==> config.mk <==
export PLATFORM = sky130hd
export DESIGN_NAME = cell_update_sender_flat
export DESIGN_NICKNAME = d
export VERILOG_FILES = /design/src/rtl/cell_update_sender_if.sv /design/src/rtl/cell_update_sender.sv /design/src/flat_wrapper.sv
export SDC_FILE = /design/constraint.sdc
export NUM_CORES = 1
export LEC_CHECK = 0
export ABC_AREA = 1
export CAP_MARGIN = 0
export CORE_ASPECT_RATIO = 1.2
export CORE_UTILIZATION = 30
export CTS_CLUSTER_SIZE = 24
export DETAILED_ROUTE_END_ITERATION = 8
export GPL_TIMING_DRIVEN = 1
export HOLD_SLACK_MARGIN = 0.12
export RECOVER_POWER = 100
export SLEW_MARGIN = 20
export SYNTH_ARGS = -nofsm -noshare
export SYNTH_HDL_FRONTEND = slang
export SYNTH_SLANG_ARGS = --single-unit
==> constraint.sdc <==
create_clock -name clk -period 2.2 [get_ports clk]
set_input_delay 0.44 -clock clk [delete_from_list [all_inputs] [get_ports clk]]
set_output_delay 0.44 -clock clk [all_outputs]
set_load 0.05 [all_outputs]
==> src/rtl/cell_update_sender_if.sv <==
// Report/draw-command bundle for cell_update_sender.
// The master drives cell reports and out_ready; the slave returns draw commands.
interface cell_update_sender_if;
    localparam int unsigned COORD_W = 4;
    localparam int unsigned CODE_W  = 3;
    localparam int unsigned PX_W    = 9;
    localparam int unsigned PY_W    = 8;
    localparam int unsigned COLOR_W = 16;

    logic               in_valid;
    logic [COORD_W-1:0] x;
    logic [COORD_W-1:0] y;
    logic [CODE_W-1:0]  obj_code;
    logic               diff;
    logic               out_valid;
    logic               out_ready;
    logic [PX_W-1:0]    out_px;
    logic [PY_W-1:0]    out_py;
    logic [COLOR_W-1:0] out_color;

    modport master (
        output in_valid, x, y, obj_code, diff, out_ready,
        input  out_valid, out_px, out_py, out_color
    );

    modport slave (
        input  in_valid, x, y, obj_code, diff, out_ready,
        output out_valid, out_px, out_py, out_color
    );
endinterface

==> src/rtl/cell_update_sender.sv <==
// Queues changed-cell reports in an 8-deep FIFO and emits pixel draw commands (x*20, y*20, RGB565).
// Optional feature macro: CELL_SENDER_DROP_COUNT_EN enables the saturating drop_count counter.
module cell_update_sender (
    input  logic                 clk,
    input  logic                 rst,
    input  logic                 enable,
    cell_update_sender_if.slave  bus,
    output logic                 full,
    output logic                 overflow,
    output logic [7:0]           drop_count
);
    localparam int unsigned DEPTH   = 8;
    localparam int unsigned PTR_W   = 3;
    localparam int unsigned CNT_W   = 4;
    localparam int unsigned COORD_W = 4;
    localparam int unsigned CODE_W  = 3;
    localparam int unsigned ENTRY_W = 2 * COORD_W + CODE_W;
    localparam int unsigned PX_W    = 9;
    localparam int unsigned PY_W    = 8;
    localparam int unsigned COLOR_W = 16;
    localparam int unsigned DC_W    = 8;
    localparam logic [COORD_W-1:0] Y_MAX = COORD_W'(11);

    typedef enum logic [1:0] {
        IDLE = 2'd0,
        LOAD = 2'd1,
        SEND = 2'd2
    } state_t;

    state_t               state;
    state_t               state_nxt;
    logic [ENTRY_W-1:0]   mem [DEPTH];
    logic [PTR_W-1:0]     wr_ptr;
    logic [PTR_W-1:0]     rd_ptr;
    logic [CNT_W-1:0]     count;
    logic [CNT_W-1:0]     count_nxt;
    logic                 qualify;
    logic                 push;
    logic                 drop;
    logic                 pop;
    logic [COORD_W-1:0]   head_x;
    logic [COORD_W-1:0]   head_y;
    logic [CODE_W-1:0]    head_code;

    // Out-of-grid rows are ignored outright; a qualifying report while full is a drop.
    assign full      = (count == CNT_W'(DEPTH));
    assign qualify   = bus.in_valid & enable & bus.diff & (bus.y <= Y_MAX);
    assign push      = qualify & ~full;
    assign drop      = qualify & full;
    assign pop       = (state == LOAD);
    assign count_nxt = count + CNT_W'(push) - CNT_W'(pop);
    assign {head_x, head_y, head_code} = mem[rd_ptr];

    function automatic logic [COLOR_W-1:0] code_color(input logic [CODE_W-1:0] code);
        case (code)
            3'b000:  return 16'h0000;
            3'b001:  return 16'h07E0;
            3'b010:  return 16'h03E0;
            3'b011:  return 16'hF800;
            3'b100:  return 16'hFFFF;
            default: return 16'hF81F;
        endcase
    endfunction

    always_ff @(posedge clk) begin
        if (push) begin
            mem[wr_ptr] <= {bus.x, bus.y, bus.obj_code};
        end
    end

    always_ff @(posedge clk or posedge rst) begin
        if (rst) begin
            wr_ptr <= '0;
            rd_ptr <= '0;
            count  <= '0;
        end else begin
            if (push) wr_ptr <= wr_ptr + PTR_W'(1);
            if (pop)  rd_ptr <= rd_ptr + PTR_W'(1);
            count <= count_nxt;
        end
    end

    always_ff @(posedge clk or posedge rst) begin
        if (rst) state <= IDLE;
        else     state <= state_nxt;
    end

    // SEND exit looks at the post-edge count so a same-cycle push is not missed.
    always_comb begin
        state_nxt = state;
        case (state)
            IDLE:    if (count != '0) state_nxt = LOAD;
            LOAD:    state_nxt = SEND;
            SEND:    if (bus.out_ready) state_nxt = (count_nxt != '0) ? LOAD : IDLE;
            default: state_nxt = IDLE;
        endcase
    end

    always_ff @(posedge clk or posedge rst) begin
        if (rst) begin
            bus.out_valid <= 1'b0;
            bus.out_px    <= '0;
            bus.out_py    <= '0;
            bus.out_color <= '0;
        end else begin
            bus.out_valid <= (state_nxt == SEND);
            if (state == LOAD) begin
                bus.out_px    <= (PX_W'(head_x) << 4) + (PX_W'(head_x) << 2);
                bus.out_py    <= (PY_W'(head_y) << 4) + (PY_W'(head_y) << 2);
                bus.out_color <= code_color(head_code);
            end
        end
    end

    always_ff @(posedge clk or posedge rst) begin
        if (rst)       overflow <= 1'b0;
        else if (drop) overflow <= 1'b1;
    end

`ifdef CELL_SENDER_DROP_COUNT_EN
    always_ff @(posedge clk or posedge rst) begin
        if (rst) begin
            drop_count <= '0;
        end else if (drop && (drop_count != {DC_W{1'b1}})) begin
            drop_count <= drop_count + DC_W'(1);
        end
    end
`else
    assign drop_count = DC_W'(0);
`endif

endmodule

==> src/flat_wrapper.sv <==
// flat-port wrapper written by rule: the top's interface ports become plain ports
module cell_update_sender_flat 
  (clk, rst, enable, full, overflow, drop_count, bus_in_valid, bus_x, bus_y, bus_obj_code, bus_diff, bus_out_ready, bus_out_valid, bus_out_px, bus_out_py, bus_out_color);
  cell_update_sender_if bus_i ();
  input  logic clk;
  input  logic rst;
  input  logic enable;
  output logic full;
  output logic overflow;
  output logic [7:0] drop_count;
  input wire logic [$bits(bus_i.in_valid)-1:0] bus_in_valid;
  input wire logic [$bits(bus_i.x)-1:0] bus_x;
  input wire logic [$bits(bus_i.y)-1:0] bus_y;
  input wire logic [$bits(bus_i.obj_code)-1:0] bus_obj_code;
  input wire logic [$bits(bus_i.diff)-1:0] bus_diff;
  input wire logic [$bits(bus_i.out_ready)-1:0] bus_out_ready;
  output wire logic [$bits(bus_i.out_valid)-1:0] bus_out_valid;
  output wire logic [$bits(bus_i.out_px)-1:0] bus_out_px;
  output wire logic [$bits(bus_i.out_py)-1:0] bus_out_py;
  output wire logic [$bits(bus_i.out_color)-1:0] bus_out_color;
  assign bus_i.in_valid = bus_in_valid;
  assign bus_i.x = bus_x;
  assign bus_i.y = bus_y;
  assign bus_i.obj_code = bus_obj_code;
  assign bus_i.diff = bus_diff;
  assign bus_i.out_ready = bus_out_ready;
  assign bus_out_valid = bus_i.out_valid;
  assign bus_out_px = bus_i.out_px;
  assign bus_out_py = bus_i.out_py;
  assign bus_out_color = bus_i.out_color;
  cell_update_sender u_core (.clk(clk), .rst(rst), .enable(enable), .bus(bus_i), .full(full), .overflow(overflow), .drop_count(drop_count));
endmodule
# [Yosys cells after proc, flatten, opt, wreduce, memory -nomap -nowiden]
# Memories as Yosys holds them, arrays and structs flattened.
# Index checks and enable logic that the tools add are counted.
[word_totals] reg_bits=47 mem_bits_rw=88 output_inout_bits=44 memories=1 input_bits=17
[op_classes] magnitude_cmp=1 reduce_logical=4 mux=7 eq_ne=8 add_sub_neg=6 n_bitwise=6
[memory_table] memory="u_core.mem" depth=8 word_bits=11 read_ports=1 rd_ports_with_merged_regs=0 wr=1 line="cell_update_sender.sv:32" text="logic [ENTRY_W-1:0] mem [DEPTH];"
[ops] cell="16-bit case mux with 5 select lines" count=1
[ops] cell="8-bit by 6-bit adder with 9-bit output" count=1
[ops] cell="8-bit by 6-bit adder with 8-bit output" count=1
[ops] cell="4-bit nonzero test" count=2
[ops] cell="3-bit by 1-bit adder with 3-bit output, second input constant" count=2
[ops] cell="3-bit by 2-bit == test with 1-bit output, second input constant" count=2
[ops] cell="2-bit case mux with 3 select lines" count=1
[ops] cell="1-bit bitwise AND" count=5
[ops] cell="4-bit by 1-bit adder with 4-bit output" count=1
[ops] cell="2-bit == test, second input constant" count=2
[ops] cell="4-bit == test, second input constant" count=1
[ops] cell="4-bit less-or-equal comparator, second input constant" count=1
[ops] cell="2-bit two-way mux" count=2
[ops] cell="4-bit by 1-bit subtractor with 4-bit output" count=1
[ops] cell="3-bit by 1-bit == test with 1-bit output, second input constant" count=1
[ops] cell="3-bit == test, second input constant" count=1
[ops] cell="3-bit logical NOT" count=1
[ops] cell="1-bit two-way mux" count=3
[ops] cell="2-bit by 1-bit == test with 1-bit output, second input constant" count=1
[ops] cell="2-bit logical NOT" count=1
[ops] cell="1-bit NOT" count=1

# [Logic depth before layout (Yosys ltp)]
# Gate-level depths: netlist of run 1.
[depth] ltp_word=11 ltp_mapped=16 depth_no_buf=14

# [Least setup slack after synthesis of run 1]
# No wires, ideal clock.
[synth_path] kind="register -> register" start="register u_core.count[2]" end="memory u_core.mem[6][0] in the netlist's numbering, enable pin" t_arrival_ns=2.053 setup_ns=0.393 synth_period_minus_slack_ns=2.446 path_slack_ns=-0.246 stages_incl_launch_ff=9 cell_sequence="dfrtp_1 inv_1 ha_1 nand2_1 inv_2 nor2_4 inv_1 or2_1 nor3_1"
[synth_between] elab_chain_cells=5
[synth_lines] element="from (decl)" line="cell_update_sender.sv:35" text="logic [CNT_W-1:0] count;"
[synth_lines] element="from (signal assigned)" line="cell_update_sender.sv:79" text="count <= count_nxt;"
[synth_lines] element="4-bit == test" line="cell_update_sender.sv:46" text="assign full = (count == CNT_W'(DEPTH));"
[synth_lines] element="net full" line="flat_wrapper.sv:8" text="output logic full;"
[synth_lines] element="1-bit NOT" line="cell_update_sender.sv:48" text="assign push = qualify & ~full;"
[synth_lines] element="1-bit bitwise AND" line="cell_update_sender.sv:48"
[synth_lines] element="net u_core.push" line="cell_update_sender.sv:38" text="logic push;"
[synth_lines] element="1-bit two-way mux" line="cell_update_sender.sv:66" text="if (push) begin"
[synth_lines] element="1-bit two-way mux (implied by the code)" line="cell_update_sender.sv:67" text="mem[wr_ptr] <= {bus.x, bus.y, bus.obj_code};"
[synth_lines] element="to (decl)" line="cell_update_sender.sv:32"
# The timed path passes the listed nets, and every way through them passes these cells.

# [Worst setup path after layout of run 1]
[layout_path] start="register u_core.rd_ptr[0]" end="register u_core.bus.out_px[5]"
[layout_between] elab_chain_cells=2
[layout_lines] element="from (decl)" line="cell_update_sender.sv:34" text="logic [PTR_W-1:0] rd_ptr;"
[layout_lines] element="from (signal assigned)" line="cell_update_sender.sv:78" text="if (pop) rd_ptr <= rd_ptr + PTR_W'(1);"
[layout_lines] element="memory 8 x 11 bit"
[layout_lines] element="net u_core.head_x[0]" line="cell_update_sender.sv:41" text="logic [COORD_W-1:0] head_x;"
[layout_lines] element="8-bit by 6-bit adder with 9-bit output" line="cell_update_sender.sv:108" text="bus.out_px <= (PX_W'(head_x) << 4) + (PX_W'(head_x) << 2);"
[layout_lines] element="to (signal assigned)" line="cell_update_sender.sv:108"
[layout_lines] element="to (decl)" line="cell_update_sender_if.sv:28" text="output out_valid, out_px, out_py, out_color"
# The timed path passes the listed nets, and every way through them passes these cells.
# A chain may end at the register's enable or synchronous reset.

==> results of run 1 <==
==> worst reg2reg max path, delay by kind of cell (launching register included) <==
kind / cells / cell delay [ns]
fa+ha+maj: 2 / 0.67
flops: 1 / 0.37
buf+inv: 3 / 0.36
compound gates: 3 / 0.35
simple gates: 2 / 0.23
==> where the power goes <==
group          total, µW  switching, µW  internal (µW)
clock network       2560           1010           1550
registers           2970            206           2770
logic               5590           3460           2120
total              11100           4680           6440
==> placed cells by master, fill, tap and decap left out, types with 2 or more instances in the layout <==
cell             netlist  final
ha_2                   0      3
nor2_1                68     62
buf_12                 0      3
ha_1                  12      7
ha_4                   0      2
nor3_2                 0      2
inv_1                 38     35
o21ai_2                7      8
a21oi_1                3      2
o21a_4                 0      2
nor2_2                 0      5
clkinv_2               0      2
clkbuf_16              0     18
buf_4                 26     40
a21oi_2                1      2
xor2_1                 3      3
nand2_2                8     13
clkinv_4               0      3
o21ai_0               20     15
clkbuf_1               1      3
o21ai_1               18     22
inv_2                  7     10
o22ai_1                6      6
nor2_4                 1      2
edfxtp_1              88     88
dlygate4sd3_1          0     10
clkinvlp_4             0      4
nand2_1              101     96
inv_6                  0      3
conb_1                 1     12
a31oi_1                2      2
nand3_1               30     29
fa_2                   0      2
buf_8                  1      2
nand3_2                3      4
clkdlybuf4s50_1        0     36
dfrtp_1               31     31
==> registers in the layout, summed over array words and instances (netlist names) <==
name and flops:
u_core.state 2, u_core.count 4, u_core.bus.out_color 4, u_core.overflow 1, u_core.bus.out_valid 1, u_core.bus.out_px 7
u_core.rd_ptr 3, u_core.mem 88, u_core.wr_ptr 3, u_core.bus.out_py 6
==> layer usage <==
layer / up-vias / part of all wire (%) / track usage, % / routed length [µm]
li1: 1807 / - / - / -
met1: 1755 / 41 / 14.8 / 4770
met2: 94 / 52 / 23.6 / 5950
met3: 16 / 5.3 / 3.55 / 612
met4: 0 / 1.4 / 5.25 / 166
met5: - / 0 / 0 / 0
==> worst max-delay path by stage <==
stage | endpoint | slack (ns) | depth (start not counted) | startpoint
after floorplan | u_core.state[0] | 0.02 | 13 | u_core.state[1]
after global placement | u_core.state[0] | -0.22 | 12 | bus_y[3]
after detailed placement | u_core.state[0] | -0.26 | 12 | bus_y[3]
after CTS | u_core.bus.out_py[7] | 0.008 | 15 | u_core.rd_ptr[0]
after global routing | u_core.bus.out_px[5] | -0.05 | 11 | u_core.rd_ptr[0]
final | u_core.bus.out_px[5] | 0.08 | 10 | u_core.rd_ptr[0]
==> metrics by stage <==
step / util (%) / total power (µW) / TNS [ns] / setup WS, ns / instances
finish: 39.7 / 11100 / 0 / 0.0808 / 821
global route: 39.7 / 11800 / -0.137 / -0.0492 / 821
CTS: 38.8 / 10800 / 0 / 0.00771 / 816
detailed placement: 35.4 / 8070 / -6.71 / -0.257 / 779
global placement: 35.4 / 7940 / -5.43 / -0.220 / 779
floorplan: - / 6770 / 0 / 0.0222 / 515
==> timing repair <==
action,CTS,global route
buffers inserted,5,4
setup endpoints to repair,2,10
pin swaps,1,20
gates cloned,0,1
gates resized for setup,6,34
==> logic make-up (layout without fill, tap and decap cells) <==
family	after synthesis	in the layout	share of synthesized area, %
AND/OR/NAND/NOR	215	215	16.6
flip-flops	119	119	63.0
buffers and inverters	89	175	9.32
AO/OA/AOI/OAI	61	61	6.55
adder cells (fa/ha/maj)	15	15	3.87
XOR/XNOR	4	4	0.646
other	1	12	0.0691
==> area by class of cell <==
class,count,area [µm²]
Clock buffer,18,429
Clock inverter,14,126
Fill cell,1645,10600
Inverter,46,185
Multi-Input combinational cell,307,1650
Sequential cell,119,3420
Tap cell,220,275
Timing Repair Buffer,97,912
==> results by group, run 1 <==
Yosys
  – Yosys Warn Count: 0
  – Top cells by area, synth: edfxtp_1 49%, dfrtp_1 14%, nand2_1 7.0%
  – EDFF count, synth: 88
  – Top-area cell type share of the netlist area: 48.7%
  – Post-synthesis cell area: 5430 µm²
  – Post-synth top flop: edfxtp_1
  – Top cells by count, synth: 101 x nand2_1, 88 x edfxtp_1, 68 x nor2_1
  – FFs w/ async S/R, synth: 26.1%
  – Yosys cell types: 35
  – Register area share after synthesis: 63.0%
  – Synth Register Bits: 119
  – Syn Area/Cell: between 10 and 15 µm²
  – Cells after Synth: 504
  – Top-count cell post-synth: nand2_1
  – Post-synth top area cell: edfxtp_1

Worst setup path
  – Crit path kind: register to register
  – R2R Setup Slk: 0.08 ns
  – CP arrival: approximately 2.4 ns
  – Crit-path cells: buf_12 -> buf_4 -> o21ai_0 -> o22ai_1 -> nand2_1 -> nand2_2 -> ha_4 -> inv_1 -> fa_2 -> o21ai_1
  – Worst Path Buf+Inv: 3
  – Largest fanout on the critical path: 8
  – Reg-to-Reg End: u_core.bus.out_px[5]
  – Crit Reg-Reg Startpoint: u_core.rd_ptr[0]
  – Setup crit start kind: register
  – R2R depth: 10
  – Setup crit end kind: register
  – Required time worst endpoint: 2.48 ns
  – CP top delay family: adder cells
  – Crit path largest cell delay: 0.51 ns
  – CP max stage cell: fa_2

Power and ir drop
  – P_leak: ~0.0029 µW
  – PwrDens: 1590 nW/µm²
  – Max VDD drop: 0.000749 V

Place
  – Gpl congestion: 0.797
  – IO Port Bufs: 48
  – Hpwl dp: 7.96 mm
  – Placed instance area: 6240 µm²

Layout
  – Fin area: 7000 µm²
  – Antenna diode count: 0
  – Final nets: 620
  – Layout cells sized above 1: 22.3%
  – Area grow syn2layout: 29.0%

Timing
  – Worst slew pin tran: 0.797 ns
  – Worst Skew: 0.00865 ns
  – Tmin final: 2.12 ns
  – Fin Hold WS: 0.471 ns
  – Final hold viol count: 0
  – F_max: 0.472 GHz
  – Final setup vio count: 0
  – Pins Over Slew Limit: 0
  – Worst slew margin: between 40% and 50%
  – Tcrit/Tclk final: 96.3%
  – Unrepaired setup endpoints after global routing: yes

Run status
  – Status: finished, violations left
  – Failing checks: DRC

CTS
  – H-tree depth: 4
  – Max Root-Sink Buffers: 2
  – Clock latency at the later pin of the worst-skew pair: 0.41 ns
  – Num Clock Sinks: approximately 120
  – Root Buffer: clkbuf_16
  – Num CTS Buffers: 17
  – CTS tree: yes
  – CTS clk-pin slew, worst paths: 0.06 ns
  – CTS hold repair buffers: 0

Min path
  – Hold Path Depth: 2
  – Hold path startpoint: u_core.bus.out_px[4]
  – Hold EP: u_core.bus.out_px[4]
  – Hold WC Path Type: register to register

Drt
  – DRC: 18
  – DR vias: 3672
  – DRT Pass-1 Iters: 6
  – Antenna-violating nets left: 0
  – Routed len/inst: 14.0 µm
  – DR vias/cell: 4.47
  – Initial DRC Count: 248
  – Total wire length: 11.5 mm

Global route
  – Largest net degree at the start of global routing: 32
  – Gr usage total: about an eighth
  – First-pass GRT wire length: 18.6 mm
  – Remaining Overflow, GRT: 0
  – Vias in the first global route: ~3.7k
  – Initial antenna violation count: 0

Floorplanning
  – Core box area: 17600 µm²
  – Chip width: 125 µm
  – Die area: 18600 µm²
  – Initial Utilization: 30.8%
  – Num rows: 53
  – Die height: ~150 µm
  – I/O pin count: 61

Flow run
  – Max-cap viol count: 0
(Power assumes the default switching activity.)
==> run 2, diff against run 1 <==
--- a/config.mk
+++ b/config.mk
@@ -13,6 +13,7 @@
 export DETAILED_ROUTE_END_ITERATION = 8
 export GPL_TIMING_DRIVEN = 1
 export HOLD_SLACK_MARGIN = 0.12
+export MAX_ROUTING_LAYER = met4
 export RECOVER_POWER = 100
 export SLEW_MARGIN = 20
 export SYNTH_ARGS = -nofsm -noshare
==> run 2 against run 1 <==
Compared with the run above: the flow still finishes with violations (DRC); cell count stayed put; wire length grew 0.26%; die area stayed put; worst hold slack improved by 0.00082 ns; utilization did not move; non-clock buffer count stayed put; sequential power about the same; critical path depth fell by 9; design area unchanged; fmax about the same; highest routed layer unchanged.
==> results by group, run 2 (synthesis results as in run 1) <==
Timing
  – Unrepaired setup endpoints after global routing: yes
  – Worst slew pin tran: 0.792 ns (-0.00495 ns)
  – Final setup vio count: 0 (unchanged)
  – Tcrit/Tclk final: 96.3% (about the same)
  – Worst slew margin: 47.2% (+0.33 points)
  – Tmin final: 2.12 ns (-0.0000793 ns)
  – Fin Setup TNS: 0 ns (unchanged)
  – Final hold viol count: 0 (unchanged)
  – Pins Over Slew Limit: 0 (unchanged)
  – Worst Skew: 0.00880 ns (+0.000154 ns)
  – F_max: 0.472 GHz (about the same)

Drt
  – Initial DRC Count: 255 (+2.8%)
  – Routed length on met1: 4.79 mm (+0.44%)
  – Max Used Layer: met4
  – DR vias/cell: 4.45 (-0.52%)
  – Met2 WL post-DR: 5.94 mm (about the same)
  – Routed len/inst: 14.0 µm (+0.26%)
  – DR vias: 3653 (-0.52%)
  – Antenna-violating nets left: 0 (unchanged)
  – DRC: 18 (unchanged)
  – DRT Pass-1 Iters: 6 (unchanged)
  – Total wire length: 11.5 mm (+0.26%)
  – WL met3: 596 µm (-2.6%)

Worst setup path
  – CP endpoint: bus_out_color[13]
  – R2R depth: 10 (unchanged)
  – Setup crit start kind: register
  – Largest fanout on the critical path: 6 (-2)
  – CP top delay family: buffers and inverters
  – Required time worst endpoint: 1.76 ns (-0.72 ns)
  – Crit Reg-Reg Startpoint: u_core.rd_ptr[0]
  – Worst Path Buf+Inv: 1 (-2)
  – Crit path kind: register to primary output
  – Setup crit end kind: primary output
  – R2R Setup Slk: 0.09 ns (about the same)
  – Reg-to-Reg End: u_core.bus.out_px[5]
  – Crit-path cells: clkdlybuf4s50_1
  – Crit path largest cell delay: 0.84 ns (+0.33 ns)
  – Crit. Startpoint: u_core.bus.out_color[14]
  – WP depth: 1 (-9)
  – CP max stage cell: clkdlybuf4s50_1
  – CP arrival: 1.68 ns (-0.72 ns)

Min path
  – Hold Path Depth: 2 (unchanged)
  – Hold WC Path Type: register to register

Global route
  – First-pass GRT wire length: 18.6 mm (about the same)
  – Remaining Overflow, GRT: 0 (unchanged)
  – Largest net degree at the start of global routing: 32 (unchanged)
  – Vias in the first global route: 3745 (-0.027%)
  – Gr usage total: 13.6% (+0.44 points)
  – Initial antenna violation count: 0 (unchanged)

Power and ir drop
  – PwrDens: 1590 nW/µm² (about the same)
  – P_leak: 0.00286 µW (unchanged)
  – Max VDD drop: 0.000748 V (about the same)

Layout
  – Final nets: 620 (unchanged)
  – Antenna diode count: 0 (unchanged)
  – Area grow syn2layout: 29.0% (unchanged)
  – Biggest regs: u_core.mem (88), u_core.bus.out_px (7), u_core.bus.out_py (6)
  – Top reg by flops: u_core.mem
  – Largest register FFs: 88 (unchanged)
  – Utilization after layout: 39.7% (unchanged)
  – # fillers: 1645 (unchanged)
  – Fin area: 7000 µm² (unchanged)
  – Layout cells sized above 1: 22.3% (unchanged)
  – Commonest non-fill, non-tap cell in the layout: nand2_1
  – Commonest non-fill, non-tap cells in the layout: 96 x nand2_1, 88 x edfxtp_1, 62 x nor2_1
  – Post-route insts no fill: 821 (unchanged)

CTS
  – Num CTS Buffers: 17 (unchanged)
  – CTS hold repair buffers: 0 (unchanged)
  – CTS tree: yes
  – Clock latency at the later pin of the worst-skew pair: 0.41 ns (about the same)
  – Max Root-Sink Buffers: 2 (unchanged)
  – CTS clk-pin slew, worst paths: 0.06 ns (about the same)
  – H-tree depth: 4 (unchanged)
  – Num Clock Sinks: 119 (unchanged)
  – Root Buffer: clkbuf_16

Floorplanning
  – Chip width: 125 µm (unchanged)
  – Initial Utilization: 30.8% (unchanged)
  – Die height: 149 µm (unchanged)
  – I/O pin count: 61 (unchanged)
  – Num rows: 53 (unchanged)
  – Core box area: 17600 µm² (unchanged)
  – Die area: 18600 µm² (unchanged)

Place
  – Hpwl dp: 7.96 mm (unchanged)
  – Gpl congestion: 0.809 (+1.4%)
  – Placed instance area: 6240 µm² (unchanged)
  – Placed cell count: 779 (unchanged)
  – IO Port Bufs: 48 (unchanged)

Flow run
  – Max-cap viol count: 0 (unchanged)

Run status
  – Failing checks: DRC
  – Status: finished, violations left
-- run 2: worst min path at each step --
stage                              start  slack [ns]              endpoint
floorplan                u_core.state[1]        0.46       u_core.state[0]
global placement    u_core.bus.out_py[4]        0.46  u_core.bus.out_py[4]
detailed placement  u_core.bus.out_py[4]        0.46  u_core.bus.out_py[4]
CTS                                  rst        0.44  u_core.bus.out_valid
global route             u_core.overflow        0.49       u_core.overflow
finish              u_core.bus.out_py[4]        0.47  u_core.bus.out_py[4]
-- run 2: where the power goes --
group	internal, µW	total (µW)	switching (µW)
Sequential	2770	2970	208
Clock	1550	2560	1010
Combinational	2120	5580	3460
Total	6440	11100	4670
-- run 2: metrics by stage --
step	hold WS (ns)	total power, µW	worst slack, ns
final	0.472	11100	0.0809
after global routing	0.491	11800	-0.0489
after CTS	0.441	10800	0.00771
after detailed placement	0.461	8070	-0.257
after global placement	0.460	7940	-0.220
after floorplan	0.459	6770	0.0222
-- run 2: layout make-up --
type | count | area, µm² | share of cell area [%]
well taps | 220 | 275 | 3.93
clock buffers | 18 | 429 | 6.13
flip-flops and latches | 119 | 3420 | 48.8
multi-input cells | 307 | 1650 | 23.6
clock inverters | 14 | 126 | 1.81
inverters | 46 | 185 | 2.65
repair buffers | 97 | 912 | 13.0
-- run 2: timing repair --
item | 4_1_cts | 5_1_grt
gates cloned | 0 | 1
buffers inserted | 5 | 4
gates resized for setup | 6 | 34
pin swaps | 1 | 20
endpoints found under the hold margin | 0 | 0
setup endpoints to repair | 2 | 10
-- run 2: routing by layer --
| layer | track usage, % | vias up |
|---|---|---|
| li1 | - | 1805 |
| met1 | 14.9 | 1738 |
| met2 | 23.6 | 94 |
| met3 | 3.19 | 16 |
| met4 | 5.80 | 0 |
| met5 | - | - |
==> run 3, diff against run 2 <==
--- a/config.mk
+++ b/config.mk
@@ -15,6 +15,7 @@
 export HOLD_SLACK_MARGIN = 0.12
 export MAX_ROUTING_LAYER = met4
 export RECOVER_POWER = 100
+export SETUP_SLACK_MARGIN = 0.2
 export SLEW_MARGIN = 20
 export SYNTH_ARGS = -nofsm -noshare
 export SYNTH_HDL_FRONTEND = slang
==> run 3 against run 2 <==
Compared with the run above: the flow still finishes with violations (DRC); total power is 4.9% higher; via count is 4.2% higher; register-to-register slack worse by 0.03 ns.
==> results by group, run 3 (synthesis results as in run 1) <==
Worst setup path
  – Crit path largest cell delay: 0.53 ns (-0.31 ns)
  – Crit path kind: register to register
  – Setup crit end kind: register
  – Crit-path cells: buf_12 -> buf_8 -> inv_8 -> o21ai_1 -> o22ai_1 -> nand2_1 -> nand2_2 -> ha_4 -> inv_1 -> fa_2 -> o21ai_2
  – CP arrival: 2.42 ns (+0.74 ns)
  – Setup crit start kind: register
  – Largest fanout on the critical path: 6 (unchanged)
  – CP max stage cell: fa_2
  – Required time worst endpoint: 2.47 ns (+0.71 ns)

Floorplanning
  – Num rows: 53 (unchanged)
  – Initial Utilization: 30.8% (unchanged)
  – Die height: 149 µm (unchanged)
  – Core box area: 17600 µm² (unchanged)
  – Chip width: 125 µm (unchanged)
  – Die area: 18600 µm² (unchanged)
  – I/O pin count: 61 (unchanged)

Timing
  – Final setup vio count: 0 (unchanged)
  – F_max: 0.466 GHz (-1.1%)
  – Worst slew margin: 46.5% (-0.66 points)
  – Tcrit/Tclk final: 97.4% (+1.1 points)
  – Unrepaired setup endpoints after global routing: yes
  – Final hold viol count: 0 (unchanged)
  – Tmin final: 2.14 ns (+0.0245 ns)
  – Pins Over Slew Limit: 0 (unchanged)
  – Worst Skew: 0.00716 ns (-0.00164 ns)
  – Worst slew pin tran: 0.802 ns (+0.00984 ns)

CTS
  – CTS clk-pin slew, worst paths: 0.05 ns (about the same)
  – Num Clock Sinks: 119 (unchanged)
  – Clock latency at the later pin of the worst-skew pair: 0.41 ns (about the same)
  – CTS tree: yes
  – Root Buffer: clkbuf_16
  – Num CTS Buffers: 17 (unchanged)
  – H-tree depth: 4 (unchanged)
  – Max Root-Sink Buffers: 2 (unchanged)

Power and ir drop
  – PwrDens: 1620 nW/µm² (+2.0%)
  – Max VDD drop: 0.000757 V (+1.2%)
  – P_leak: 0.00301 µW (+5.2%)
  – Power Total: 11700 µW (+4.9%)

Global route
  – Remaining Overflow, GRT: 0 (unchanged)
  – First-pass GRT wire length: 19.6 mm (+5.5%)
  – M2 GR Usage: 23.6% (-0.056 points)
  – Vias in the first global route: 3734 (-0.29%)
  – Layer with the highest usage: met2
  – Met3 usage: 3.26% (+0.072 points)
  – Gr usage total: 14.5% (+0.93 points)
  – Largest net degree at the start of global routing: 32 (unchanged)
  – Initial antenna violation count: 0 (unchanged)
  – Met1 Usage GRT: 17.0% (+2.0 points)

Drt
  – Routed len/inst: 15.3 µm (+9.1%)
  – Initial DRC Count: 197 (-23%)
  – DRT Pass-1 Iters: 8 (+2)
  – Antenna-violating nets left: 0 (unchanged)
  – Total wire length: 12.7 mm (+9.9%)
  – DR vias/cell: 4.60 (+3.5%)
  – DRC: 18 (unchanged)
  – DR vias: 3807 (+4.2%)

Run status
  – Failing checks: DRC
  – Status: finished, violations left

Flow run
  – Max-cap viol count: 0 (unchanged)

Layout
  – Layout cells sized above 1: 26.9% (+4.6 points)
  – Commonest non-fill, non-tap cells in the layout: 95 x nand2_1, 88 x edfxtp_1, 52 x nor2_1
  – Top reg by flops: u_core.mem
  – Area grow syn2layout: 32.6%
  – # fillers: 1659 (+0.85%)
  – Biggest regs: u_core.mem (88), u_core.bus.out_px (7), u_core.bus.out_py (6)
  – Antenna diode count: 0 (unchanged)
  – Post-route insts no fill: 827 (+0.73%)
  – Final nets: 626 (+0.97%)
  – Commonest non-fill, non-tap cell in the layout: nand2_1
  – Utilization after layout: 40.8% (+1.1 points)
  – Largest register FFs: 88 (unchanged)

Place
  – Gpl congestion: 0.802 (-0.89%)
  – Hpwl dp: 8.19 mm (+2.9%)
  – Placed cell count: 774 (-0.64%)
  – IO Port Bufs: 48 (unchanged)

Min path
  – Hold WC Path Type: register to register
==> run 3: final timing paths <==
| path | end | slack (ns) | cells past startpoint | start |
|---|---|---|---|---|
| min in group asynchronous | u_core.count[1] | 0.70 | 3 | rst |
| hold reg to reg | u_core.bus.out_px[4] | 0.46 | 2 | u_core.bus.out_px[4] |
| setup reg to reg | u_core.bus.out_py[5] | 0.06 | 11 | u_core.rd_ptr[0] |
| hold / removal | u_core.bus.out_px[4] | 0.46 | 2 | u_core.bus.out_px[4] |
| max in group asynchronous | u_core.rd_ptr[0] | 0.93 | 3 | rst |
| setup / recovery | u_core.bus.out_py[5] | 0.06 | 11 | u_core.rd_ptr[0] |
==> run 3: per-layer routing <==
metal | up-vias | wire length [µm]
met5 | - | 0
met3 | 24 | 565
met4 | 0 | 299
met1 | 1834 | 5460
met2 | 122 | 6330
li1 | 1827 | -
==> run 3: cell type report <==
type                            instances  area (µm²)  area share, %
Sequential cell                       119        3420           47.5
Multi-Input combinational cell        307        1790           24.9
Timing Repair Buffer                  100         942           13.1
Clock buffer                           21         440           6.12
Tap cell                              220         275           3.82
Inverter                               46         190           2.64
Clock inverter                         11         108           1.49
Timing Repair inverter                  3        28.8          0.400
==> run 3: metrics by stage <==
step / worst slack [ns] / cell area (µm²) / hold slack [ns] / TNS [ns]
after floorplan: 0.0407 / 5500 / 0.459 / 0
after global placement: -0.385 / 6190 / 0.460 / -17.52
after detailed placement: -0.430 / 6190 / 0.458 / -18.73
after CTS: 0.0384 / 6910 / 0.430 / 0
after global routing: -0.0358 / 7200 / 0.489 / -0.203
final: 0.0564 / 7200 / 0.461 / 0
==> run 3: what timing repair did <==
item,CTS,global route
pin swaps,9,36
setup endpoints to repair,82,53
resized for setup,63,59
buffers inserted,8,8
gates cloned,3,2
hold buffers,0,0
==> run 3: critical path: cells and delay by family, from the launching register on <==
kind            cells  cell delay [ns]
compound gates      3             0.27
buf+inv             4             0.43
fa+ha+maj           2             0.66
flops               1             0.44
simple gates        2             0.20
==> run 3: power breakdown <==
group	internal, µW	switching [µW]	leakage [µW]
combinational	2310	3790	0.00158
sequential	2770	219	0.00116
clock	1640	935	0.000265
